## src/rtl/hazard_scoreboard.sv

```systemverilog
// Issue-stage RAW/WAW scoreboard driving the exe-stage WB bypass selects.
// Optional stall-cycle counter built when HAZARD_SCOREBOARD_PERF_EN is defined.
module hazard_scoreboard #(
    parameter int NUM_REGS = 32,
    parameter int LAT_W    = 3
) (
    input  logic             clk_i,
    input  logic             rstn_i,
    input  logic             issue_valid_i,
    input  logic             issue_we_i,
    input  logic [4:0]       issue_rd_i,
    input  logic [LAT_W-1:0] issue_lat_i,
    input  logic [4:0]       rs1_i,
    input  logic [4:0]       rs2_i,
    input  logic             rs1_used_i,
    input  logic             rs2_used_i,
    input  logic             wb_valid_i,
    input  logic [4:0]       wb_rd_i,
    input  logic             flush_i,
    output logic             stall_o,
    output logic             bypass_rs1_o,
    output logic             bypass_rs2_o,
    output logic             busy_o,
    output logic [31:0]      stall_cnt_o
);

    // Handshake: an instruction is accepted on any edge where issue_valid_i is
    // high and stall_o is low; decode must hold it unchanged while stalled.

    logic [NUM_REGS-1:0] pend;
    logic [NUM_REGS-1:0] var_q;
    logic [LAT_W-1:0]    cnt [NUM_REGS];
    logic [NUM_REGS-1:0] ready_bp;

    logic rs1_hit, rs2_hit, rd_hit;
    logic rs1_haz, rs2_haz, waw_haz;
    logic accept;

    // An entry can be consumed via the bypass in the cycle its producer is in WB.
    always_comb begin
        ready_bp = '0;
        for (int r = 1; r < NUM_REGS; r++) begin
            ready_bp[r] = pend[r] &
                          ((!var_q[r] && cnt[r] == LAT_W'(1)) ||
                           (var_q[r] && wb_valid_i && wb_rd_i == 5'(r)));
        end
    end

    always_comb begin
        rs1_hit = rs1_used_i && rs1_i != 5'd0 && pend[rs1_i];
        rs2_hit = rs2_used_i && rs2_i != 5'd0 && pend[rs2_i];
        rd_hit  = issue_we_i && issue_rd_i != 5'd0 && pend[issue_rd_i];
        rs1_haz = rs1_hit && !ready_bp[rs1_i];
        rs2_haz = rs2_hit && !ready_bp[rs2_i];
        waw_haz = rd_hit && !ready_bp[issue_rd_i];
        bypass_rs1_o = rs1_hit && ready_bp[rs1_i];
        bypass_rs2_o = rs2_hit && ready_bp[rs2_i];
        stall_o = issue_valid_i && (rs1_haz || rs2_haz || waw_haz);
        busy_o  = |pend;
        accept  = issue_valid_i && !stall_o && !flush_i && issue_we_i && issue_rd_i != 5'd0;
    end

    always_ff @(posedge clk_i) begin
        if (!rstn_i) begin
            pend  <= '0;
            var_q <= '0;
            for (int r = 0; r < NUM_REGS; r++) begin
                cnt[r] <= '0;
            end
        end else begin
            for (int r = 1; r < NUM_REGS; r++) begin
                // A new allocation overrides any retirement of the same entry.
                if (accept && issue_rd_i == 5'(r)) begin
                    pend[r]  <= 1'b1;
                    var_q[r] <= (issue_lat_i == '0);
                    cnt[r]   <= issue_lat_i;
                end else if (pend[r] && !var_q[r]) begin
                    if (flush_i || cnt[r] <= LAT_W'(1)) begin
                        pend[r] <= 1'b0;
                        cnt[r]  <= '0;
                    end else begin
                        cnt[r] <= cnt[r] - LAT_W'(1);
                    end
                end else if (pend[r] && var_q[r] && wb_valid_i && wb_rd_i == 5'(r)) begin
                    pend[r]  <= 1'b0;
                    var_q[r] <= 1'b0;
                end
            end
        end
    end

`ifdef HAZARD_SCOREBOARD_PERF_EN
    logic [31:0] stall_cnt_q;

    always_ff @(posedge clk_i) begin
        if (!rstn_i) begin
            stall_cnt_q <= '0;
        end else if (stall_o && stall_cnt_q != 32'hFFFF_FFFF) begin
            stall_cnt_q <= stall_cnt_q + 32'd1;
        end
    end

    assign stall_cnt_o = stall_cnt_q;
`else
    assign stall_cnt_o = 32'd0;
`endif

endmodule
```

## config.mk

```make
export PLATFORM = sky130hd
export DESIGN_NAME = hazard_scoreboard
export DESIGN_NICKNAME = d
export VERILOG_FILES = /design/src/rtl/hazard_scoreboard.sv
export SDC_FILE = /design/constraint.sdc
export NUM_CORES = 1
export LEC_CHECK = 0
export CAP_MARGIN = 20
export CORE_MARGIN = 2
export CORE_UTILIZATION = 60
export CTS_CLUSTER_DIAMETER = 60
export CTS_CLUSTER_SIZE = 30
export DETAILED_ROUTE_END_ITERATION = 8
export GPL_TIMING_DRIVEN = 0
export PLACE_DENSITY = 0.82
export SYNTH_ARGS = -nofsm -noshare
export SYNTH_HDL_FRONTEND = slang
export SYNTH_SLANG_ARGS = --single-unit
```

## constraint.sdc

```tcl
create_clock -name clk_i -period 8.71 [get_ports clk_i]
set_clock_uncertainty 0.2 [all_clocks]
set_input_delay 1.742 -clock clk_i [delete_from_list [all_inputs] [get_ports clk_i]]
set_output_delay 1.742 -clock clk_i [all_outputs]
set_load 0.02 [all_outputs]
```

==> impl_results.html <==
<table>
<tr><th>Metric</th><th>Value</th></tr>
<tr><th colspan="2">Worst setup path</th></tr>
<tr><td>Critical Path Max Stage Delay</td><td>700 ps</td></tr>
<tr><td>Max FO, Critical Path</td><td>10</td></tr>
<tr><td>Crit path buffers/inverters</td><td>3</td></tr>
<tr><td>Reg2reg end</td><td>cnt[0][40]</td></tr>
<tr><td>Cell-by-cell listing of the critical path</td><td>clkdlybuf4s50_1 -&gt; and2b_1 -&gt; buf_2 -&gt; a41oi_1 -&gt; o21ai_0 -&gt; o31ai_1 -&gt; o22ai_1 -&gt; o22ai_2 -&gt; a211o_1 -&gt; and2_1 -&gt; clkdlybuf4s50_1</td></tr>
<tr><td>Launch point of the worst reg-to-reg path</td><td>pend[16]</td></tr>
<tr><td>Setup crit end kind</td><td>output port</td></tr>
<tr><td>First element of the critical path</td><td>wb_rd_i[4]</td></tr>
<tr><td>Critical path required time</td><td>6770 ps</td></tr>
<tr><td>Kind of critical path</td><td>in2out</td></tr>
<tr><td>Worst Reg2Reg Path Length in Cells</td><td>12</td></tr>
<tr><td>Minimum setup slack among reg-to-reg paths</td><td>4740 ps</td></tr>
<tr><td>Master of the slowest instance on the critical path</td><td>sky130_fd_sc_hd__clkdlybuf4s50_1</td></tr>
<tr><td>CP dominant cell by count</td><td>sky130_fd_sc_hd__clkdlybuf4s50_1</td></tr>
<tr><td>Family with the most delay on the worst path</td><td>compound AO/OA/AOI/OAI gates</td></tr>
<tr><td>Element type at the critical path start</td><td>input port</td></tr>
<tr><td>Worst Path Arrival</td><td>5750 ps</td></tr>
<tr><th colspan="2">Floorplanning</th></tr>
<tr><td>Vertical die dimension</td><td>149 microns</td></tr>
<tr><td>Initial standard-cell utilization of the core</td><td>60.7%</td></tr>
<tr><td>Count of boundary I/O pins</td><td>67</td></tr>
<tr><td>Total Die Area</td><td>0.0222 sq mm</td></tr>
<tr><td>Core Box Area</td><td>0.0208 sq mm</td></tr>
<tr><td>Placement row count</td><td>53</td></tr>
<tr><td>Die Wd</td><td>149 microns</td></tr>
<tr><th colspan="2">STA</th></tr>
<tr><td>Smallest setup slack after layout</td><td>1020 ps</td></tr>
<tr><td>Setup repair after global routing missed its margin</td><td>no</td></tr>
<tr><td>Transition at the pin with the smallest max-transition slack</td><td>1080 ps</td></tr>
<tr><td>Achievable clock frequency</td><td>130 MHz</td></tr>
<tr><td>Final Hold Violating Endpoints</td><td>0</td></tr>
<tr><td>Count of pins over their slew limit</td><td>0</td></tr>
<tr><td>Final setup vio count</td><td>0</td></tr>
<tr><td>Min Clock Period, post-route</td><td>7690 ps</td></tr>
<tr><td>Final cycle utilization of the critical path</td><td>88.3%</td></tr>
<tr><td>Relative max-transition margin</td><td>27.8%</td></tr>
<tr><td>Final sum of negative setup slack</td><td>0 ps</td></tr>
<tr><td>Hold_ws</td><td>340 ps</td></tr>
<tr><th colspan="2">Synthesis</th></tr>
<tr><td>Compound-gate portion of the synthesized area</td><td>18.3%</td></tr>
<tr><td>Synthesized cell area</td><td>0.0126 sq mm</td></tr>
<tr><td>Arithmetic-cell share of the synthesized area counting full adders, half adders and majority gates</td><td>6.14%</td></tr>
<tr><td>Mapped Avg Cell Area</td><td>8.71 sq um</td></tr>
<tr><td>Xor and xnor area share after synthesis</td><td>2.15%</td></tr>
<tr><td>Area share of and/or/nand/nor cells after synthesis</td><td>25.4%</td></tr>
<tr><td>Multiplexer fraction of the synthesized cell area</td><td>8.47%</td></tr>
<tr><td>Number of warnings printed during yosys synthesis</td><td>0</td></tr>
<tr><td>Unique masters post-synth</td><td>83</td></tr>
<tr><td>Synthesized instance count</td><td>1451</td></tr>
<tr><td>Combinational family with the most area after synthesis</td><td>simple AND/OR/NAND/NOR gates</td></tr>
<tr><td>Number of synthesized flops with an enable pin</td><td>93</td></tr>
<tr><td>Post-synth ARST share</td><td>0%</td></tr>
<tr><td>Sequential cell area fraction in the yosys report</td><td>31.9%</td></tr>
<tr><td>Number of storage elements in the synthesis netlist</td><td>155</td></tr>
<tr><td>Synth Flop Type</td><td>sky130_fd_sc_hd__edfxtp_1</td></tr>
<tr><th colspan="2">CTS</th></tr>
<tr><td>Root Buffer</td><td>sky130_fd_sc_hd__clkbuf_16</td></tr>
<tr><td>Skew-Pair Late Insertion Delay</td><td>440 ps</td></tr>
<tr><td>Sinks on Clock Net</td><td>155</td></tr>
<tr><td>CTS hold repair buffers</td><td>0</td></tr>
<tr><td>Setup repair bufs after CTS</td><td>0</td></tr>
<tr><td>TritonCTS clock tree</td><td>done</td></tr>
<tr><td>Max H-tree Level</td><td>4</td></tr>
<tr><td>CTS buffer count</td><td>17</td></tr>
<tr><td>Clock Pin Slew Worst Setup and Hold Paths</td><td>70 ps</td></tr>
<tr><td>Post-cts resize count</td><td>0</td></tr>
<tr><td>Maximum buffer depth of the clock tree</td><td>2</td></tr>
<tr><th colspan="2">Global route</th></tr>
<tr><td>Initial antenna violation count</td><td>0</td></tr>
<tr><td>Global-route wire length before repair</td><td>63500 microns</td></tr>
<tr><td>Global-route usage over all layers</td><td>37.6%</td></tr>
<tr><td>Global route overflow</td><td>0</td></tr>
<tr><td>Maximum number of pins on one net before global-route repair</td><td>17</td></tr>
<tr><td>Vias in the first global route</td><td>11305</td></tr>
<tr><th colspan="2">Job</th></tr>
<tr><td>Number of max-cap violations</td><td>0</td></tr>
<tr><th colspan="2">Placed design</th></tr>
<tr><td>Final weighted congestion in routability-driven placement</td><td>1.05</td></tr>
<tr><td>Post-placement worst setup slack</td><td>1180 ps</td></tr>
<tr><td>Standard cell area after detailed placement</td><td>0.0133 sq mm</td></tr>
<tr><td>IO Port Bufs</td><td>25</td></tr>
<tr><td>HPWL after DPL</td><td>31200 microns</td></tr>
<tr><th colspan="2">Power</th></tr>
<tr><td>Worst VDD drop</td><td>0.136 mV</td></tr>
<tr><td>Cell-internal power</td><td>1.30 mW</td></tr>
<tr><td>P_leak</td><td>5.30 nW</td></tr>
<tr><td>Flop pwr share</td><td>44.9%</td></tr>
<tr><td>Pwr Density</td><td>132 mW/mm^2</td></tr>
<tr><td>Portion of total power attributed to the clock network</td><td>39.7%</td></tr>
<tr><td>Switch Pwr</td><td>0.528 mW</td></tr>
<tr><td>Comb power frac</td><td>15.5%</td></tr>
<tr><td>Net switching fraction of the power</td><td>28.9%</td></tr>
<tr><th colspan="2">Detailed routing</th></tr>
<tr><td>DRT Pass-1 Iters</td><td>7</td></tr>
<tr><td>Number of violations reported at the end of detailed-routing iteration 0</td><td>1884</td></tr>
<tr><td>Post-detailed-route wirelength per cell</td><td>23.1 microns</td></tr>
<tr><td>Post-route antenna net violation count</td><td>0</td></tr>
<tr><td>Via count</td><td>12313</td></tr>
<tr><td>Wire length after detailed routing</td><td>41900 microns</td></tr>
<tr><td>Remaining routing DRC violations</td><td>0</td></tr>
<tr><td>Via-per-instance ratio</td><td>6.79</td></tr>
<tr><th colspan="2">Hold path</th></tr>
<tr><td>Terminating pin of the worst hold path</td><td>var_q[22]</td></tr>
<tr><td>Hold path cells</td><td>2</td></tr>
<tr><td>Worst hold path class</td><td>reg2reg</td></tr>
<tr><td>Startpoint of the lowest-slack hold path</td><td>var_q[22]</td></tr>
<tr><th colspan="2">Final layout</th></tr>
<tr><td>Share of final-layout standard cells stronger than drive strength 1</td><td>11.4%</td></tr>
<tr><td>Fin nets</td><td>1619</td></tr>
<tr><td>Synth-to-layout area growth</td><td>9.99%</td></tr>
<tr><td>Antenna diode count</td><td>0</td></tr>
<tr><td>Commonest cells after routing, fill and taps aside</td><td>147 x sky130_fd_sc_hd__nor2_1, 109 x sky130_fd_sc_hd__nand2_1, 93 x sky130_fd_sc_hd__edfxtp_1, 90 x sky130_fd_sc_hd__nand3_1, 71 x sky130_fd_sc_hd__inv_1</td></tr>
<tr><td>Final Core Density</td><td>66.7%</td></tr>
<tr><td>Finished layout cell area</td><td>0.0139 sq mm</td></tr>
<tr><td>Most common library cell in the layout ignoring fill and taps</td><td>sky130_fd_sc_hd__nor2_1</td></tr>
<tr><th colspan="2">Outcome</th></tr>
<tr><td>Result of the run</td><td>finished, final reports clean</td></tr>
</table>
-- cells in the mapped netlist, drive strengths merged, types with 25 or more instances --
| cell | instances | area [sq um] |
|---|---|---|
| nand3 | 93 | 480 |
| o22ai | 29 | 188 |
| buf | 70 | 479 |
| a21oi | 71 | 367 |
| inv | 71 | 267 |
| nor2 | 148 | 563 |
| mux2i | 36 | 360 |
| mux4 | 28 | 631 |
| dfxtp | 62 | 1240 |
| a21boi | 33 | 248 |
| a31oi | 36 | 225 |
| nand2b | 40 | 250 |
| xnor2 | 25 | 219 |
| o21ai | 60 | 300 |
| nor4bb | 27 | 270 |
| clkbuf | 58 | 218 |
| nor2b | 38 | 238 |
| nand2 | 123 | 497 |
| edfxtp | 93 | 2790 |
| ha | 62 | 776 |
-- worst min-delay path, cell delays in order, from the launching register on --
cell	delay (ps)
sky130_fd_sc_hd__dfxtp_1	350
sky130_fd_sc_hd__nand3_1	80
sky130_fd_sc_hd__mux2i_1	60
-- layer usage --
layer | global-route usage, % | vias up | routed length, microns
met4 | 19.1 | 0 | 2440
met2 | 57.1 | 928 | 17900
li1 | - | 5463 | -
met5 | 0 | - | 0
met3 | 8.41 | 200 | 5570
met1 | 50.6 | 5722 | 15900
-- cells by family after synthesis --
group,count (synthesis)
and+or+nand+nor,589
adders and majority gates,62
AOI/OAI and AO/OA,343
DFF,155
buffers and inverters,199
xor gates and xnor gates,31
other,1
muxes,71
-- per-stage QoR --
| stage | power [mW] | instances |
|---|---|---|
| 4_1_cts | 1.81 | 1814 |
| 6_report | 1.83 | 1814 |
| 3_3_place_gp | 1.10 | 1782 |
| 3_5_place_dp | 1.11 | 1782 |
| 5_1_grt | 1.87 | 1814 |
| 2_1_floorplan | 1.02 | 1482 |
-- layout make-up --
class	count	area, sq um
Clock buffer	24	494
Buffer	128	697
Sequential cell	155	4030
Clock inverter	8	57.6
Tap cell	275	344
Timing Repair Buffer	25	250
Inverter	71	267
Fill cell	1732	6930
Multi-Input combinational cell	1128	7750
-- registers in the layout, indices dropped and copies added, names as in the netlist --
register,flops
var_q,31
pend,31
cnt,93
-- worst max-delay path by stage --
stage	to	slack (ps)	depth (start not counted)
after floorplan	stall_o	2930	8
after global placement	stall_o	1190	11
after detailed placement	stall_o	1180	11
after CTS	stall_o	1180	11
after global routing	stall_o	940	11
final	stall_o	1020	11
-- power groups by stage --
| stage | sequential [mW] | combinational (mW) | clock (mW) |
|---|---|---|---|
| floorplan | 0.832 | 0.190 | 0 |
| global placement | 0.835 | 0.267 | 0 |
| detailed placement | 0.836 | 0.272 | 0 |
| CTS | 0.820 | 0.274 | 0.719 |
| global route | 0.824 | 0.303 | 0.748 |
| finish | 0.820 | 0.283 | 0.726 |
Note: power is estimated with default switching activity, not from simulation.
